File: src/rtl/frame_checker_pkg.sv
// Shared types and helpers for the receive-side frame checker.
// Sequence checking is built only when FRAME_CHECKER_SEQ_CHECK_EN is defined.
package frame_checker_pkg;

    typedef enum logic [1:0] {
        IDLE,
        RUN,
        DRAIN
    } state_t;

    localparam int unsigned CNT_W    = 64;
    localparam int unsigned KEEP_MAX = 64;
    localparam int unsigned SEQ_LSB  = 352;
    localparam int unsigned SEQ_W    = 32;

    typedef struct packed {
        logic [CNT_W-1:0] frames;
        logic [CNT_W-1:0] bytes;
        logic [CNT_W-1:0] errors;
        logic [CNT_W-1:0] seq_errors;
    } counters_t;

    function automatic logic [7:0] popcount(input logic [KEEP_MAX-1:0] v);
        logic [7:0] n;
        n = '0;
        for (int unsigned i = 0; i < KEEP_MAX; i++) begin
            n = n + {7'd0, v[i]};
        end
        return n;
    endfunction

endpackage

File: src/rtl/frame_checker_counter_bank.sv
// Per-port saturating statistics counters with commit port, clear and registered readout.
// The seq_errors counter is live only when FRAME_CHECKER_SEQ_CHECK_EN is defined.
module frame_checker_counter_bank
    import frame_checker_pkg::*;
#(
    parameter int unsigned ID_WIDTH      = 3,
    parameter int unsigned COUNTER_WIDTH = 64
) (
    input  logic                     clk,
    input  logic                     rst,
    input  logic                     clear,
    input  logic                     commit_valid,
    input  logic [ID_WIDTH-1:0]      commit_id,
    input  logic [15:0]              commit_len,
    input  logic                     commit_err,
`ifdef FRAME_CHECKER_SEQ_CHECK_EN
    input  logic                     commit_seq_err,
`endif
    input  logic [ID_WIDTH-1:0]      stat_sel,
    output logic [COUNTER_WIDTH-1:0] stat_frames,
    output logic [COUNTER_WIDTH-1:0] stat_bytes,
`ifdef FRAME_CHECKER_SEQ_CHECK_EN
    output logic [COUNTER_WIDTH-1:0] stat_seq_errors,
`endif
    output logic [COUNTER_WIDTH-1:0] stat_errors
);

    localparam int unsigned NPORT = 1 << ID_WIDTH;
    localparam logic [CNT_W:0] ONE_W = 1;
    localparam logic [CNT_W:0] SAT_W = (ONE_W << COUNTER_WIDTH) - ONE_W;
    localparam logic [CNT_W-1:0] SAT = SAT_W[CNT_W-1:0];

    // Counters are held at CNT_W bits; the ceiling is COUNTER_WIDTH ones.
    function automatic logic [CNT_W-1:0] sat_add(input logic [CNT_W-1:0] a,
                                                 input logic [CNT_W-1:0] inc);
        logic [CNT_W:0] s;
        s = {1'b0, a} + {1'b0, inc};
        return (s > {1'b0, SAT}) ? SAT : s[CNT_W-1:0];
    endfunction

    counters_t cnt [NPORT];
    counters_t rd_q;

    always_ff @(posedge clk or posedge rst) begin
        if (rst) begin
            for (int unsigned i = 0; i < NPORT; i++) begin
                cnt[i] <= '0;
            end
        end else if (clear) begin
            for (int unsigned i = 0; i < NPORT; i++) begin
                cnt[i] <= '0;
            end
        end else if (commit_valid) begin
            cnt[commit_id].frames <= sat_add(cnt[commit_id].frames, CNT_W'(1));
            cnt[commit_id].bytes  <= sat_add(cnt[commit_id].bytes, CNT_W'(commit_len));
            cnt[commit_id].errors <= sat_add(cnt[commit_id].errors, CNT_W'(commit_err));
`ifdef FRAME_CHECKER_SEQ_CHECK_EN
            cnt[commit_id].seq_errors <= sat_add(cnt[commit_id].seq_errors,
                                                 CNT_W'(commit_seq_err));
`endif
        end
    end

    always_ff @(posedge clk or posedge rst) begin
        if (rst) begin
            rd_q <= '0;
        end else begin
            rd_q <= cnt[stat_sel];
        end
    end

    assign stat_frames = rd_q.frames[COUNTER_WIDTH-1:0];
    assign stat_bytes  = rd_q.bytes[COUNTER_WIDTH-1:0];
    assign stat_errors = rd_q.errors[COUNTER_WIDTH-1:0];
`ifdef FRAME_CHECKER_SEQ_CHECK_EN
    assign stat_seq_errors = rd_q.seq_errors[COUNTER_WIDTH-1:0];
`else
    logic unused_seq;
    assign unused_seq = ^rd_q.seq_errors;
`endif

endmodule

File: config.mk
export PLATFORM = sky130hd
export DESIGN_NAME = frame_checker_counter_bank
export DESIGN_NICKNAME = d
export VERILOG_FILES = /design/src/rtl/frame_checker_pkg.sv /design/src/rtl/frame_checker_counter_bank.sv
export SDC_FILE = /design/constraint.sdc
export NUM_CORES = 2
export LEC_CHECK = 0
export ABC_CLOCK_PERIOD_IN_PS = 64099
export CORE_ASPECT_RATIO = 1.2
export CORE_MARGIN = 2
export CORE_UTILIZATION = 56
export DETAILED_ROUTE_END_ITERATION = 12
export GPL_TIMING_DRIVEN = 1
export PLACE_DENSITY = 0.73
export REMOVE_ABC_BUFFERS = 1
export SETUP_SLACK_MARGIN = 0.1
export SLEW_MARGIN = 20
export SYNTH_ARGS = -nofsm -noshare
export SYNTH_HDL_FRONTEND = slang
export SYNTH_SLANG_ARGS = --single-unit
File: constraint.sdc
create_clock -name clk -period 64.1 [get_ports clk]
set_input_delay 6.41 -clock clk [delete_from_list [all_inputs] [get_ports clk]]
set_output_delay 6.41 -clock clk [all_outputs]
set_load 0.05 [all_outputs]
# Word level (Yosys, flattened, before mapping)
# Index checks and enable logic that the tools add are counted.
word_totals:
  elab_cells: 68
  out_inout_bits: 192
  in_bits: 27
  ff_bits: 2240
op_classes:
  add_sub_neg: 3
  mux: 20
  n_reduce_logical: 2
  bitwise_logic: 2
  magnitude_cmp: 6
ops:
  columns: ["cell", "count"]
  rows:
  - ["$bwmux 2048", 3]
  - ["$mux 2048", 2]
  - ["$demux 256 s3", 3]
  - ["$bmux 256 s3", 2]
  - ["$mux 256", 5]
  - ["$gt 65x64->1 const B", 3]
  - ["$mux 192", 1]
  - ["$mux 64", 3]
  - ["$mux 128", 1]
  - ["$add 64x1->65", 1]
  - ["$add 64x1->65 const B", 1]
  - ["$add 64x16->65", 1]
  - ["$ge 4x4->1 const B", 2]
  - ["$not 3->4", 2]
  - ["$lt 4x1->1 const B", 1]
  - ["$reduce_bool 2->1", 1]
  - ["$logic_and 1x1->1", 1]

# Logic depth before layout (Yosys ltp)
depth:
  word_depth: 12
  mapped_depth: 27

# Worst setup path before layout
# No wires, ideal clock.
synth_path:
  path_type: "in2reg"
  start: "input commit_id[2]"
  end: "register cnt[1721] (netlist name)"
  slack_ps: 52400
  stages: 26
  required_ps: 64033
  arrival_time_ps: 11633
  path_buffers: 12
  path_cell_list: "buf_6 > buf_6 > buf_6 > buf_6 > buf_6 > buf_4 > buf_4 > buf_2 > buf_1 > buf_1 > mux2i_1 > nor2_1 > a21oi_1 > o221ai_1 > ha_1 > clkbuf_1 > a21o_1 > a221oi_1 > nor3_1 > a211oi_1 > nor2b_1 > nand4_1 > buf_2 > nor3_1 > o21ai_1 > a22o_1"
synth_between:
  elab_chain_cells: 11
  word_cells_on_any_way: 19
synth_lines:
  columns: ["item", "line_no", "source"]
  rows:
  - ["start: declaration", "frame_checker_counter_bank.sv:13", "input logic [ID_WIDTH-1:0] commit_id,"]
  - ["$not 3->4 (not written as such) *", "frame_checker_counter_bank.sv:54, frame_checker_counter_bank.sv:55, frame_checker_counter_bank.sv:56", null]
  - ["$bmux 256 s3", "frame_checker_counter_bank.sv:55", "cnt[commit_id].bytes <= sat_add(cnt[commit_id].bytes, CNT_W'(commit_len));"]
  - ["$mux 256 (2 in a row)", null, null]
  - ["$add 64x16->65", "frame_checker_counter_bank.sv:37", "s = {1'b0, a} + {1'b0, inc};"]
  - ["$gt 65x64->1", "frame_checker_counter_bank.sv:38", "return (s > {1'b0, SAT}) ? SAT : s[CNT_W-1:0];"]
  - ["$mux 64", "frame_checker_counter_bank.sv:38", null]
  - ["$bwmux 2048", "frame_checker_counter_bank.sv:55", null]
  - ["$bwmux 2048 *", "frame_checker_counter_bank.sv:56", "cnt[commit_id].errors <= sat_add(cnt[commit_id].errors, CNT_W'(commit_err));"]
  - ["$mux 2048 *", "frame_checker_counter_bank.sv:53", "end else if (commit_valid) begin"]
  - ["$mux 2048 *", "frame_checker_counter_bank.sv:49", "end else if (clear) begin"]
  - ["end: declaration", "frame_checker_counter_bank.sv:41", "counters_t cnt [NPORT];"]
# Mark *: on every way between the ends. The rest lies on a longest branch, timed or not. The select of a mux whose other input is x is not followed.
# A chain may end at the register's enable or synchronous reset.

# Worst setup path in the final report
layout_path:
  start: "input commit_id[0]"
  end: "register cnt[190] (netlist name)"
# The elaborated chain is that of the path after synthesis.

==> flow_summary.ini <==
[synthesis]
netlist_area_mm2 = 0.0884
ys_types = 108
synth_edf_count = 0
synth_xor_area_share_pct = 1.43
synth_simple_gate_area_share_pct = 8.01
syn_area_per_cell_um2 = 12.2
synth-seq-cells = 1728
yosysSeqAreaShare_pct = 48.9
ys.warnings.count = 0
synth_fa_ha_area_share_pct = 0.306
synth_flop_cell = dfrtp_1
synth_async_sr_flop_share_pct = 100
synth-compound-area-share_pct = 17.0
synth_top_family_by_area = multiplexers
netlist_instances = 7260
synth.area.mux_share_pct = 20.5

[sta]
finalMaxSlewViolations = 0
relSlewSlack_pct = 16.4
fin_crit_ns = 13.56
finalCritPeriodShare_pct = 21.2
finalHoldViolations = 0
setup_viol = 0
worst_slew_pin_slew_ns = 1.25
setup_tns_ns = 0
finClkSkew_ns = 0.0335
max_freq_ghz = 0.0737
rsz0062_at_grt = false

[cells_and_area]
multi_input_area_mm2 = 0.0420
layout.cells.non_filler = 9392
fin_nets = 7208
fin_util_pct = 62.3
syn_to_final_growth_pct = 10.3
fill_cells = 11964
drive_above_1_share_pct = 19.8
fin_area_mm2 = 0.0975
regArea_mm2 = 0.0432

[setup_path]
crit_start = commit_id[0]
r2r-end = cnt[190]$_DFFE_PP0P_
r2r-start = cnt[128]$_DFFE_PP0P_
crit_chain = buf_8 -> buf_4 -> buf_4 -> buf_12 -> inv_6 -> nor2_1 -> buf_4 -> a221oi_1 -> o21ai_0 -> ha_1 -> nor2b_1 -> o31a_1 -> o211ai_1 -> a31oi_1 -> buf_4 -> nor2b_1 -> buf_4 -> nand3_2 -> o21ai_1 -> a22o_1
ff2ff_setup_slack_ns = 58.65
crit_fanout = 105
cp-start-kind = input port
critical_path_arrival_ns = 14.34
path_depth = 20
worst-path-buf-inv = 8
ff2ff_path_depth = 16
cp_slowest_cell = nand3_2
cp.required_ns = 64.87
end_kind = flip-flop
worstSetupPathType = input port to flip-flop
cp_slowest_stage_delay_ns = 0.83
path_delay_family = buffers and inverters
cpMostUsedCell = buf_4
critPathCapture = cnt[190]$_DFFE_PP0P_

[cts]
cts_hold_buffers = 0
clk_latency_ns = 0.86
cts_max_path_buffers = 3
clkTransAtPathRegs_ns = 0.06
root_buffer = clkbuf_16
clock_sinks = 1728
cts_max_level = 4
cts_buffers = 173
ctsResizeCount = 0
post_cts_buffers = 0
cts_tree = done

[detailed_routing]
viasPerCell = 7.43
ant_nets = 0
drtPass1Iterations = 9
num_vias = 69750
drtIter0Drc = 9683
wl_um = 303000
avgRoutedWirePerCell_um = 32.3
drc = 0

[floorplan]
rows = 159
core_region_area_mm2 = 0.157
ios = 219
start_util_pct = 56.5
die_area_mm2 = 0.161
fp.dieW_um = 367
fp.dieH_um = 439

[place]
dpl_cell_area_mm2 = 0.0915
dp_hpwl_um = 167000
port_buffers = 218
dp.cells = 9075
place_congestion = 0.921

[global_routing]
antenna_found_initial = 18
gr-total-overflow = 0
grt_pass1_wl_um = 457000
grt_pass1_vias = 70893
track_usage_pct = 37.5
grt_max_degree = 179

[pwr]
p_per_area_mw_per_mm2 = 24.3
peakVddDrop_mv = 0.0300
p_leak_uw = 0.0422

[run]
maxCapViolations = 0

[outcome]
status = finished clean

[worst_hold_path]
worst_hold_path_type = flip-flop to flip-flop
-- power by group --
group / total [uW] / leakage, uW / switching [uW] / internal (uW)
Sequential: 1100 / 0.0241 / 5.75 / 1100
Combinational: 197 / 0.0152 / 149 / 47.9
Clock: 1070 / 0.00292 / 454 / 614
-- worst min-delay path by stage --
stage                     startpoint               endpoint  slack (ns)  cells past startpoint
2_1_floorplan  cnt[1231]$_DFFE_PP0P_  cnt[1231]$_DFFE_PP0P_        0.46                      2
3_3_place_gp   cnt[1453]$_DFFE_PP0P_  cnt[1453]$_DFFE_PP0P_        0.47                      2
3_5_place_dp   cnt[1093]$_DFFE_PP0P_  cnt[1093]$_DFFE_PP0P_        0.49                      2
4_1_cts        cnt[1246]$_DFFE_PP0P_  cnt[1246]$_DFFE_PP0P_        0.50                      2
5_1_grt        cnt[1246]$_DFFE_PP0P_  cnt[1246]$_DFFE_PP0P_        0.53                      2
6_report        cnt[425]$_DFFE_PP0P_   cnt[425]$_DFFE_PP0P_        0.50                      2
-- logic make-up (layout without fill, tap and decap cells) --
family                   after synthesis  after routing
AO/OA/AOI/OAI                       2091           2091
adder cells (fa/ha/maj)               21             21
AND/OR/NAND/NOR                     1541           1541
XOR/XNOR                             144            144
flip-flops                          1728           1728
buffers and inverters                681            716
multiplexers                        1054           1054
other                                  0              4
-- per-stage QoR --
stage | total power [uW] | hold slack [ns] | worst slack [ns]
2_1_floorplan | 1220 | 0.458 | 8.91
3_3_place_gp | 1310 | 0.473 | 50.07
3_5_place_dp | 1310 | 0.488 | 49.91
4_1_cts | 2370 | 0.502 | 50.77
5_1_grt | 2420 | 0.526 | 50.45
6_report | 2370 | 0.501 | 50.54
-- layer usage --
layer	up-vias	share of wire, %	track usage [%]
met5	-	0.032	0
met2	5336	45	57.1
li1	27469	-	-
met3	1358	13	11.5
met1	35573	35	47.7
met4	14	6.7	22.4
-- cells in the mapped netlist (28+ instances only) --
| master | count | area share (%) |
|---|---|---|
| dfrtp_1 | 1728 | 49 |
| nand2_1 | 991 | 4.2 |
| a22o_1 | 789 | 7.8 |
| mux4_2 | 556 | 14 |
| o21ai_0 | 548 | 3.1 |
| clkbuf_1 | 427 | 1.8 |
| mux2_2 | 282 | 3.6 |
| mux2i_1 | 194 | 2.2 |
| o21ai_1 | 183 | 1.0 |
| nor2_1 | 142 | 0.60 |
| a21oi_1 | 94 | 0.53 |
| o211ai_1 | 93 | 0.79 |
| a221oi_1 | 80 | 0.79 |
| xnor2_1 | 80 | 0.79 |
| nand3_1 | 72 | 0.41 |
| buf_2 | 70 | 0.40 |
| xor2_1 | 64 | 0.63 |
| buf_1 | 58 | 0.25 |
| a221o_1 | 55 | 0.62 |
| nor3_1 | 49 | 0.28 |
| buf_4 | 43 | 0.37 |
| buf_6 | 40 | 0.51 |
| a22oi_1 | 39 | 0.33 |
| o22ai_1 | 38 | 0.27 |
| nand4_1 | 37 | 0.26 |
| nor4_1 | 28 | 0.20 |
-- flip-flops by register name, indices dropped and copies added, names as in the netlist --
register,count
stat_errors,64
cnt,1536
stat_frames,64
stat_bytes,64
-- final cells by class --
cell class	instances	share of cell area, %
timing repair buffer	386	3.73
inverter	20	0.0924
multi-input combinational	4851	43.1
tap	2093	2.69
clock inverter	56	0.774
clock buffer	254	5.28
antenna	4	0.0103
sequential	1728	44.3
-- layout by cell type, fill, tap and decap left out, drive strengths merged, types with 20 or more instances in the layout --
cell,synthesis,layout
o22ai,39,39
mux4,572,572
nand3b,21,21
clkinv,0,33
o21ai,741,741
a31oi,20,20
nor2,167,167
clkbuf,428,254
inv,20,26
a221o,55,55
clkdlybuf4s50,0,212
xor2,64,64
a22o,789,789
o211ai,93,93
mux2i,199,199
nand2,1003,1003
dfrtp,1728,1728
nand3,75,75
buf,233,174
mux2,283,283
ha,20,20
a22oi,40,40
xnor2,80,80
nor3,56,56
a221oi,81,81
nor4,34,34
nand4,41,41
a21oi,98,98
-- worst min-delay path, stage by stage (launching register included) --
cell	delay, ns
dfrtp_1	0.36
nand2_1	0.05
o21ai_0	0.06
Power figures use the tool's default switching activity.
